[config.mk]
export PLATFORM = sky130hd
export DESIGN_NAME = uart_tx_stream
export DESIGN_NICKNAME = d
export VERILOG_FILES = /design/src/rtl/uart_tx_stream.sv
export SDC_FILE = /design/constraint.sdc
export NUM_CORES = 1
export LEC_CHECK = 0
export BUFFER_PORTS_ARGS = -buffer_cell sky130_fd_sc_hd__buf_2
export CORE_MARGIN = 3
export CORE_UTILIZATION = 58
export DETAILED_ROUTE_END_ITERATION = 6
export GPL_TIMING_DRIVEN = 0
export PLACE_DENSITY = 0.8
export SLEW_MARGIN = 10
export SYNTH_ARGS = -nofsm -noshare
export SYNTH_HDL_FRONTEND = slang
export SYNTH_SLANG_ARGS = --single-unit
[constraint.sdc]
create_clock -name clk -period 5.6 [get_ports clk]
set_input_delay 0.28 -clock clk [delete_from_list [all_inputs] [get_ports clk]]
set_output_delay 0.28 -clock clk [all_outputs]
set_load 0.01 [all_outputs]
[src/rtl/uart_tx_stream.sv]
// Buffered UART transmitter: FIFO-fed serialiser with configurable data width, parity,
// stop bits, CTS flow control and line-break generation. One bit period per tx_tick.
module uart_tx_stream #(
    parameter int DATA_W     = 9,
    parameter int FIFO_DEPTH = 16
) (
    input  logic                          clk,
    input  logic                          rst_n,
    input  logic                          tx_tick,
    input  logic                          wr_valid,
    input  logic [DATA_W-1:0]             wr_data,
    output logic                          wr_ready,
    input  logic                          flush,
    input  logic [3:0]                    data_bits,
    input  logic [2:0]                    parity_mode,
    input  logic                          stop2,
    input  logic                          break_req,
    input  logic                          cts_n,
    output logic                          tx,
    output logic                          tx_busy,
    output logic                          frame_done,
    output logic [$clog2(FIFO_DEPTH):0]   fifo_level
);

    localparam int AW = $clog2(FIFO_DEPTH);
    localparam logic [3:0] MAX_BITS = 4'(DATA_W);

    typedef enum logic [2:0] {IDLE, START, DATA, PARITY, STOP, BREAK} state_t;

    // ---------------- transmit FIFO ----------------
    logic [DATA_W-1:0] mem [FIFO_DEPTH];
    logic [AW:0]       wr_ptr;
    logic [AW:0]       rd_ptr;
    logic              push;
    logic              pop;
    logic [DATA_W-1:0] head;

    assign fifo_level = wr_ptr - rd_ptr;
    assign wr_ready   = (fifo_level != (AW+1)'(FIFO_DEPTH));
    assign push       = wr_valid && wr_ready && !flush;
    assign head       = mem[rd_ptr[AW-1:0]];

    // NOTE: the storage array has no reset; validity is tracked by the pointers alone.
    always_ff @(posedge clk) begin
        if (push) mem[wr_ptr[AW-1:0]] <= wr_data;
    end

    // NOTE: sequential state uses non-blocking assignments so every register sees pre-edge values.
    always_ff @(posedge clk or negedge rst_n) begin
        if (!rst_n) begin
            wr_ptr <= '0;
            rd_ptr <= '0;
        end else if (flush) begin
            wr_ptr <= '0;
            rd_ptr <= '0;
        end else begin
            if (push) wr_ptr <= wr_ptr + 1'b1;
            if (pop)  rd_ptr <= rd_ptr + 1'b1;
        end
    end

    // ---------------- frame configuration of the head entry ----------------
    logic [3:0] n_clamp;
    logic       par_en;
    logic       par_bit;
    logic       data_xor;

    // NOTE: every always_comb output gets a default first so no latch can be inferred.
    always_comb begin
        n_clamp = data_bits;
        if (data_bits < 4'd5)          n_clamp = 4'd5;
        else if (data_bits > MAX_BITS) n_clamp = MAX_BITS;

        data_xor = 1'b0;
        for (int i = 0; i < DATA_W; i++) begin
            if (4'(i) < n_clamp) data_xor = data_xor ^ head[i];
        end

        par_en  = (parity_mode >= 3'd1) && (parity_mode <= 3'd4);
        par_bit = 1'b0;
        case (parity_mode)
            3'd1:    par_bit = data_xor;
            3'd2:    par_bit = ~data_xor;
            3'd3:    par_bit = 1'b1;
            default: par_bit = 1'b0;
        endcase
    end

    // ---------------- serialiser FSM ----------------
    state_t            state;
    logic [DATA_W-1:0] shift;
    logic [3:0]        bit_cnt;
    logic [3:0]        n_q;
    logic              par_en_q;
    logic              par_bit_q;
    logic              stop2_q;
    logic              stop_cnt;
    logic              launch_ok;
    logic              last_stop;

    assign launch_ok = (fifo_level != '0) && !cts_n && !break_req;
    assign last_stop = (stop_cnt == stop2_q);
    // A frame launches from IDLE or straight out of the final stop bit (back-to-back).
    assign pop       = tx_tick && launch_ok &&
                       ((state == IDLE) || ((state == STOP) && last_stop));
    assign tx_busy   = (state != IDLE);

    always_ff @(posedge clk or negedge rst_n) begin
        if (!rst_n) begin
            state      <= IDLE;
            tx         <= 1'b1;
            frame_done <= 1'b0;
            shift      <= '0;
            bit_cnt    <= '0;
            n_q        <= 4'd5;
            par_en_q   <= 1'b0;
            par_bit_q  <= 1'b0;
            stop2_q    <= 1'b0;
            stop_cnt   <= 1'b0;
        end else begin
            frame_done <= 1'b0;
            if (pop) begin
                state     <= START;
                tx        <= 1'b0;
                shift     <= head;
                bit_cnt   <= '0;
                n_q       <= n_clamp;
                par_en_q  <= par_en;
                par_bit_q <= par_bit;
                stop2_q   <= stop2;
            end
            if (tx_tick) begin
                case (state)
                    IDLE: begin
                        if (break_req) begin
                            state <= BREAK;
                            tx    <= 1'b0;
                        end
                    end
                    START: begin
                        state <= DATA;
                        tx    <= shift[0];
                        shift <= shift >> 1;
                    end
                    DATA: begin
                        if (bit_cnt == n_q - 4'd1) begin
                            stop_cnt <= 1'b0;
                            if (par_en_q) begin
                                state <= PARITY;
                                tx    <= par_bit_q;
                            end else begin
                                state <= STOP;
                                tx    <= 1'b1;
                            end
                        end else begin
                            tx      <= shift[0];
                            shift   <= shift >> 1;
                            bit_cnt <= bit_cnt + 4'd1;
                        end
                    end
                    PARITY: begin
                        state    <= STOP;
                        tx       <= 1'b1;
                        stop_cnt <= 1'b0;
                    end
                    STOP: begin
                        if (last_stop) begin
                            frame_done <= 1'b1;
                            if (!pop) begin
                                state <= IDLE;
                                tx    <= 1'b1;
                            end
                        end else begin
                            stop_cnt <= 1'b1;
                        end
                    end
                    BREAK: begin
                        if (!break_req) begin
                            state <= IDLE;
                            tx    <= 1'b1;
                        end
                    end
                    default: begin
                        state <= IDLE;
                        tx    <= 1'b1;
                    end
                endcase
            end
        end
    end

endmodule
Word-level counts from Yosys, hierarchy flattened
Memory sizes are Yosys's and may differ from the RTL's.
Cells that the tools add are included.
Operators by class
  add/sub/neg operators: 5
  $lt $le $gt $ge: 13
  eq/ne operators: 13
  multiplexer cells: 50
  bitwise operators: 9
  reductions and logical operators: 19
Operators with widths (number)
  9-bit two-way mux: 3
  1-bit two-way mux: 24
  3-bit two-way mux: 8
  4-bit two-way mux: 6
  5-bit two-way mux: 4
  3-bit one-hot mux with 6 select lines: 1
  9-bit one-hot mux with 2 select lines: 1
  3-bit by 4-bit < comparator with 1-bit output, first input constant: 4
  3-bit by 2-bit equality test with 1-bit output, second input constant: 4
  5-bit by 1-bit adder with 5-bit output, second input constant: 2
  1-bit logical AND: 8
  1-bit by 4-bit < comparator with 1-bit output, first input constant: 2
  2-bit by 4-bit < comparator with 1-bit output, first input constant: 2
  1-bit XOR: 8
  3-bit by 1-bit equality test with 1-bit output, second input constant: 2
  3-bit equality test, second input constant: 2
  1-bit one-hot mux with 3 select lines: 2
  3-bit nonzero test: 2
  5-bit != test, second input constant: 1
  1-bit one-hot mux with 5 select lines: 1
  5-bit nonzero test: 1
  5-bit subtractor: 1
  4-bit by 1-bit adder with 4-bit output, second input constant: 1
  4-bit equality test: 1
  other kinds (14): 18
Storage, ports and cells
  flip-flop bits (word level): 36
  memory bits (writable): 144
  output and inout bits: 9
  memories: 1
Memory list
  mem: depth 16, width 9, read ports 1, clocked after Yosys merged registers in 0, wr ports 1, line 31  | logic [DATA_W-1:0] mem [FIFO_DEPTH];

Logic depth before layout (Yosys ltp)
  depth in word-level cells: 23
  gate-level depth with buffers: 12

Worst setup path after synthesis
OpenSTA, ideal clock, no wires.
  path type: reg-to-reg
  start point: register rd_ptr[2]
  end point: memory mem[0][0] (enable)
  library setup time: 387 ps
  data arrival time: 3124 ps
  required time: 5213 ps
  path slack: 2089 ps
  cell stages (with the launch flop): 13
  path buffers: 1
  cell sequence: dfrtp_1 -> clkbuf_1 -> inv_2 -> ha_1 -> nor2b_1 -> o21ai_0 -> nand2b_1 -> xor2_1 -> inv_1 -> a21boi_1 -> nor2b_1 -> nand2_1 -> nor3_1
Between the ends
  cells in the longest elaborated chain, start to end: 6
RTL lines
  start, declared: line 33  | logic [AW:0] rd_ptr;
  start signal, assigned: line 58  | if (pop) rd_ptr <= rd_ptr + 1'b1;
  5-bit subtractor: line 38  | assign fifo_level = wr_ptr - rd_ptr;
  net fifo_level[4]: line 22  | output logic [$clog2(FIFO_DEPTH):0] fifo_level
  5-bit != test: line 39  | assign wr_ready = (fifo_level != (AW+1)'(FIFO_DEPTH));
  1-bit logical AND (2 in series): line 40  | assign push = wr_valid && wr_ready && !flush;
  1-bit two-way mux: line 45  | if (push) mem[wr_ptr[AW-1:0]] <= wr_data;
  1-bit two-way mux (implied by the code): line 45
  end, declared: line 31
The timed path passes the listed nets, and every way through them passes these cells.

Worst setup path in the final report
  start point: register rd_ptr[2]
  end point: memory mem[8][6] (enable)
Between the ends
  cells in the longest elaborated chain, start to end: 6
RTL lines (line)
  5-bit subtractor: 38
  5-bit != test: 39
  1-bit logical AND (2 in series): 40
  1-bit two-way mux: 45
  1-bit two-way mux (implied by the code): 45
Every way passes these cells.

==> results by group <==
Timing
  • Clock Skew: 0.0120 ns
  • Relative slew slack: ~20%
  • Min cycle time layout: 4.38 ns
  • Worst slew pin tran: 1.20 ns
  • Setup_tns: 0 ns
  • FMAX: roughly 0.23 GHz
  • RSZ-0062 raised after global routing: false
  • Period Utilization, post-route: between 70% and 80%
  • Final Hold Fails: 0
  • Max-slew violation count: 0
  • Setup Viol. Count Final: 0

Floorplan
  • Starting Density: 60.6%
  • Die area: 14900 um^2
  • Die extent in y: 122 um
  • FP Rows: 41
  • I/O pin count: 33
  • Core area: 12900 um^2
  • Die X: 122 um

Yosys
  • Synth Instances: 510
  • Top-count cell post-synth: edfxtp_1
  • Sequential area share after synthesis: 66.7%
  • Synth top area cells: edfxtp_1 (55%), dfrtp_1 (11%), mux4_2 (6.0%)
  • Post-synth EDFFs: 144
  • #FFs+latches synth: 180
  • Cell variety after synth: 53
  • Async SR Flop Fraction: 20.0%
  • Yosys top cell area share: 55.2%
  • Cell Area, Synth: slightly below 8000 um^2
  • Synth Warn #: 0
  • Post-synth net total: 546
  • Avg Cell Area, Syn: 15.4 um^2
  • Synth Flop Type: edfxtp_1
  • Synth top cells by count: edfxtp_1 (144), nand2_1 (52), nor2_1 (36)
  • Dominant cell type by area after synthesis: edfxtp_1

Setup path
  • CP max FO: 10
  • Crit path required time: 5.64 ns
  • Worst setup EP type: flop
  • CP arrival: 4.43 ns
  • Critical path class: flop to flop
  • Worst Setup Start Kind: flop

Power
  • Pwr Density: 364 nW/um^2
  • Worst VDD drop: roughly 0.30 mV
  • Final Power: 3.23 mW
  • Leak: 3.16 nW

GRT
  • Vias in the first global route: 4605
  • First-pass GRT wire length: roughly 26 mm
  • Total GRT Usage: 24.0%
  • Antenna violations before repair: 0
  • Grt ovf: 0
  • Largest net degree at the start of global routing: 37

Place
  • Post-DP Area: 8270 um^2
  • DP HPWL: 10.8 mm
  • Placer Congestion: around 0.84
  • Port bufs: 32

Clock tree
  • Setup Buffers After CTS: 0
  • CTS root buf: clkbuf_16
  • Clk_lat worst skew: 0.43 ns
  • Depth of the CTS H-tree: 4
  • Clock sink count: 180
  • Clk pin slew, worst setup/hold paths: 0.07 ns
  • CTS tree: done
  • TritonCTS buffer count: 17
  • Clock Path Buffers: 2

Run status
  • Status: completed

Final layout
  • Share of post-route cells with drive strength above 1: 18.9%
  • Fill cells: around 850
  • Post-route cell area: 8880 um^2
  • Nets: roughly 600
  • Ant diodes: 0
  • Post-layout util: a little under 70%
  • Area added between synthesis and finish: 13.2%

Drt
  • Final wirelength: 16.5 mm
  • DR vias/cell: 6.20
  • Residual DRC count: 0
  • ANT nets after route: 0
  • Starting DRT DRC Count: about 530
  • Vias: 4653
  • DRT Pass-1 Iters: 5
  • Routed len/inst: ~22 um

Flow run
  • Max-cap violation count: 0

Hold path
  • Worst hold path class: input pin to flop
-- logic make-up (layout without fill, tap and decap cells) --
| logic type | Yosys count | after routing | share of synthesized area (%) |
|---|---|---|---|
| xor gates and xnor gates | 26 | 26 | 3.08 |
| muxes | 53 | 53 | 12.4 |
| buffers and inverters | 40 | 108 | 2.63 |
| DFF | 180 | 180 | 66.7 |
| AOI/OAI and AO/OA | 71 | 71 | 5.97 |
| adders and majority gates | 12 | 12 | 2.01 |
| and+or+nand+nor | 128 | 128 | 7.20 |
-- critical path: stages, from the launching register on --
cell      delay, ns
dfrtp_1        0.34
clkbuf_1       0.43
inv_2          0.24
ha_1           0.37
nor2b_1        0.14
o21ai_0        0.15
nand2b_1       0.08
xor2_1         0.26
inv_1          0.11
a21boi_1       0.42
nor2b_1        0.33
nand2_1        0.18
nor2_1         0.94
-- registers in the layout (all words and copies together), names as in the netlist --
register / count
bit_cnt: 4
frame_done: 1
mem: 144
n_q: 4
par_bit_q: 1
par_en_q: 1
rd_ptr: 5
shift: 9
state: 3
stop2_q: 1
stop_cnt: 1
tx: 1
wr_ptr: 5
-- layout by cell type, fill, tap and decap left out, types with 4 or more instances in the layout --
| cell type | instances |
|---|---|
| ha_1 | 11 |
| mux4_2 | 21 |
| clkbuf_1 | 12 |
| a22oi_1 | 15 |
| clkbuf_16 | 17 |
| nand2_1 | 52 |
| buf_2 | 37 |
| nor3_2 | 4 |
| a21oi_1 | 11 |
| dfrtp_1 | 33 |
| inv_1 | 15 |
| buf_6 | 5 |
| mux4_1 | 11 |
| xnor2_1 | 11 |
| mux2i_1 | 20 |
| xor2_1 | 14 |
| buf_4 | 4 |
| nand4_1 | 4 |
| nor2b_1 | 5 |
| nand3_1 | 10 |
| o21ai_0 | 24 |
| nor2_1 | 36 |
| edfxtp_1 | 144 |
-- what timing repair did --
action,CTS,global route
hold buffers,1,0
hold endpoints to repair,33,0
gates resized for setup,0,0
-- report_power, final --
part	leakage [nW]	internal, mW	total (mW)	switching (mW)
clock network	0.287	0.670	1.20	0.531
logic	1.11	0.181	0.436	0.255
registers	1.77	1.53	1.60	0.0635
-- per-stage QoR --
stage,instances,worst slack (ns),hold slack (ns)
final,750,1.22,0.0443
after global routing,750,0.909,0.0274
after CTS,750,1.20,0.0233
after detailed placement,718,1.17,0.422
after global placement,714,0.954,0.406
after floorplan,510,2.09,-0.0156
-- cell type report --
class / instances / area, um^2 / area share [%]
well taps: 172 / 215 / 2.42
clock inverters: 14 / 174 / 1.96
repair buffers: 37 / 204 / 2.30
inverters: 16 / 60.1 / 0.676
plain buffers: 24 / 146 / 1.65
flip-flops and latches: 180 / 5230 / 58.9
clock buffers: 17 / 425 / 4.79
multi-input cells: 290 / 2420 / 27.3
-- worst paths after layout --
check	endpoint	start	slack, ns	cells past startpoint
worst max-delay path	mem[8][6]$_DFFE_PP_	rd_ptr[2]$_DFFE_PN0P_	1.22	12
worst min-delay path	stop2_q$_DFFE_PN0P_	stop2	0.04	3
worst max register to register	mem[8][6]$_DFFE_PP_	rd_ptr[2]$_DFFE_PN0P_	1.22	12
worst min register to register	shift[3]$_DFF_PN0_	shift[4]$_DFF_PN0_	0.49	2
max in group asynchronous	shift[4]$_DFF_PN0_	rst_n	4.59	2
min in group asynchronous	frame_done$_DFF_PN0_	rst_n	0.49	2
-- per-layer routing --
layer | GRT usage, % | share of wire (%) | vias up
met5 | 0 | 0 | -
met4 | 9.10 | 2.3 | 0
met3 | 5.53 | 8.4 | 31
met2 | 39.2 | 51 | 242
met1 | 31.8 | 39 | 2320
li1 | - | - | 2060
Power figures use the tool's default switching activity.
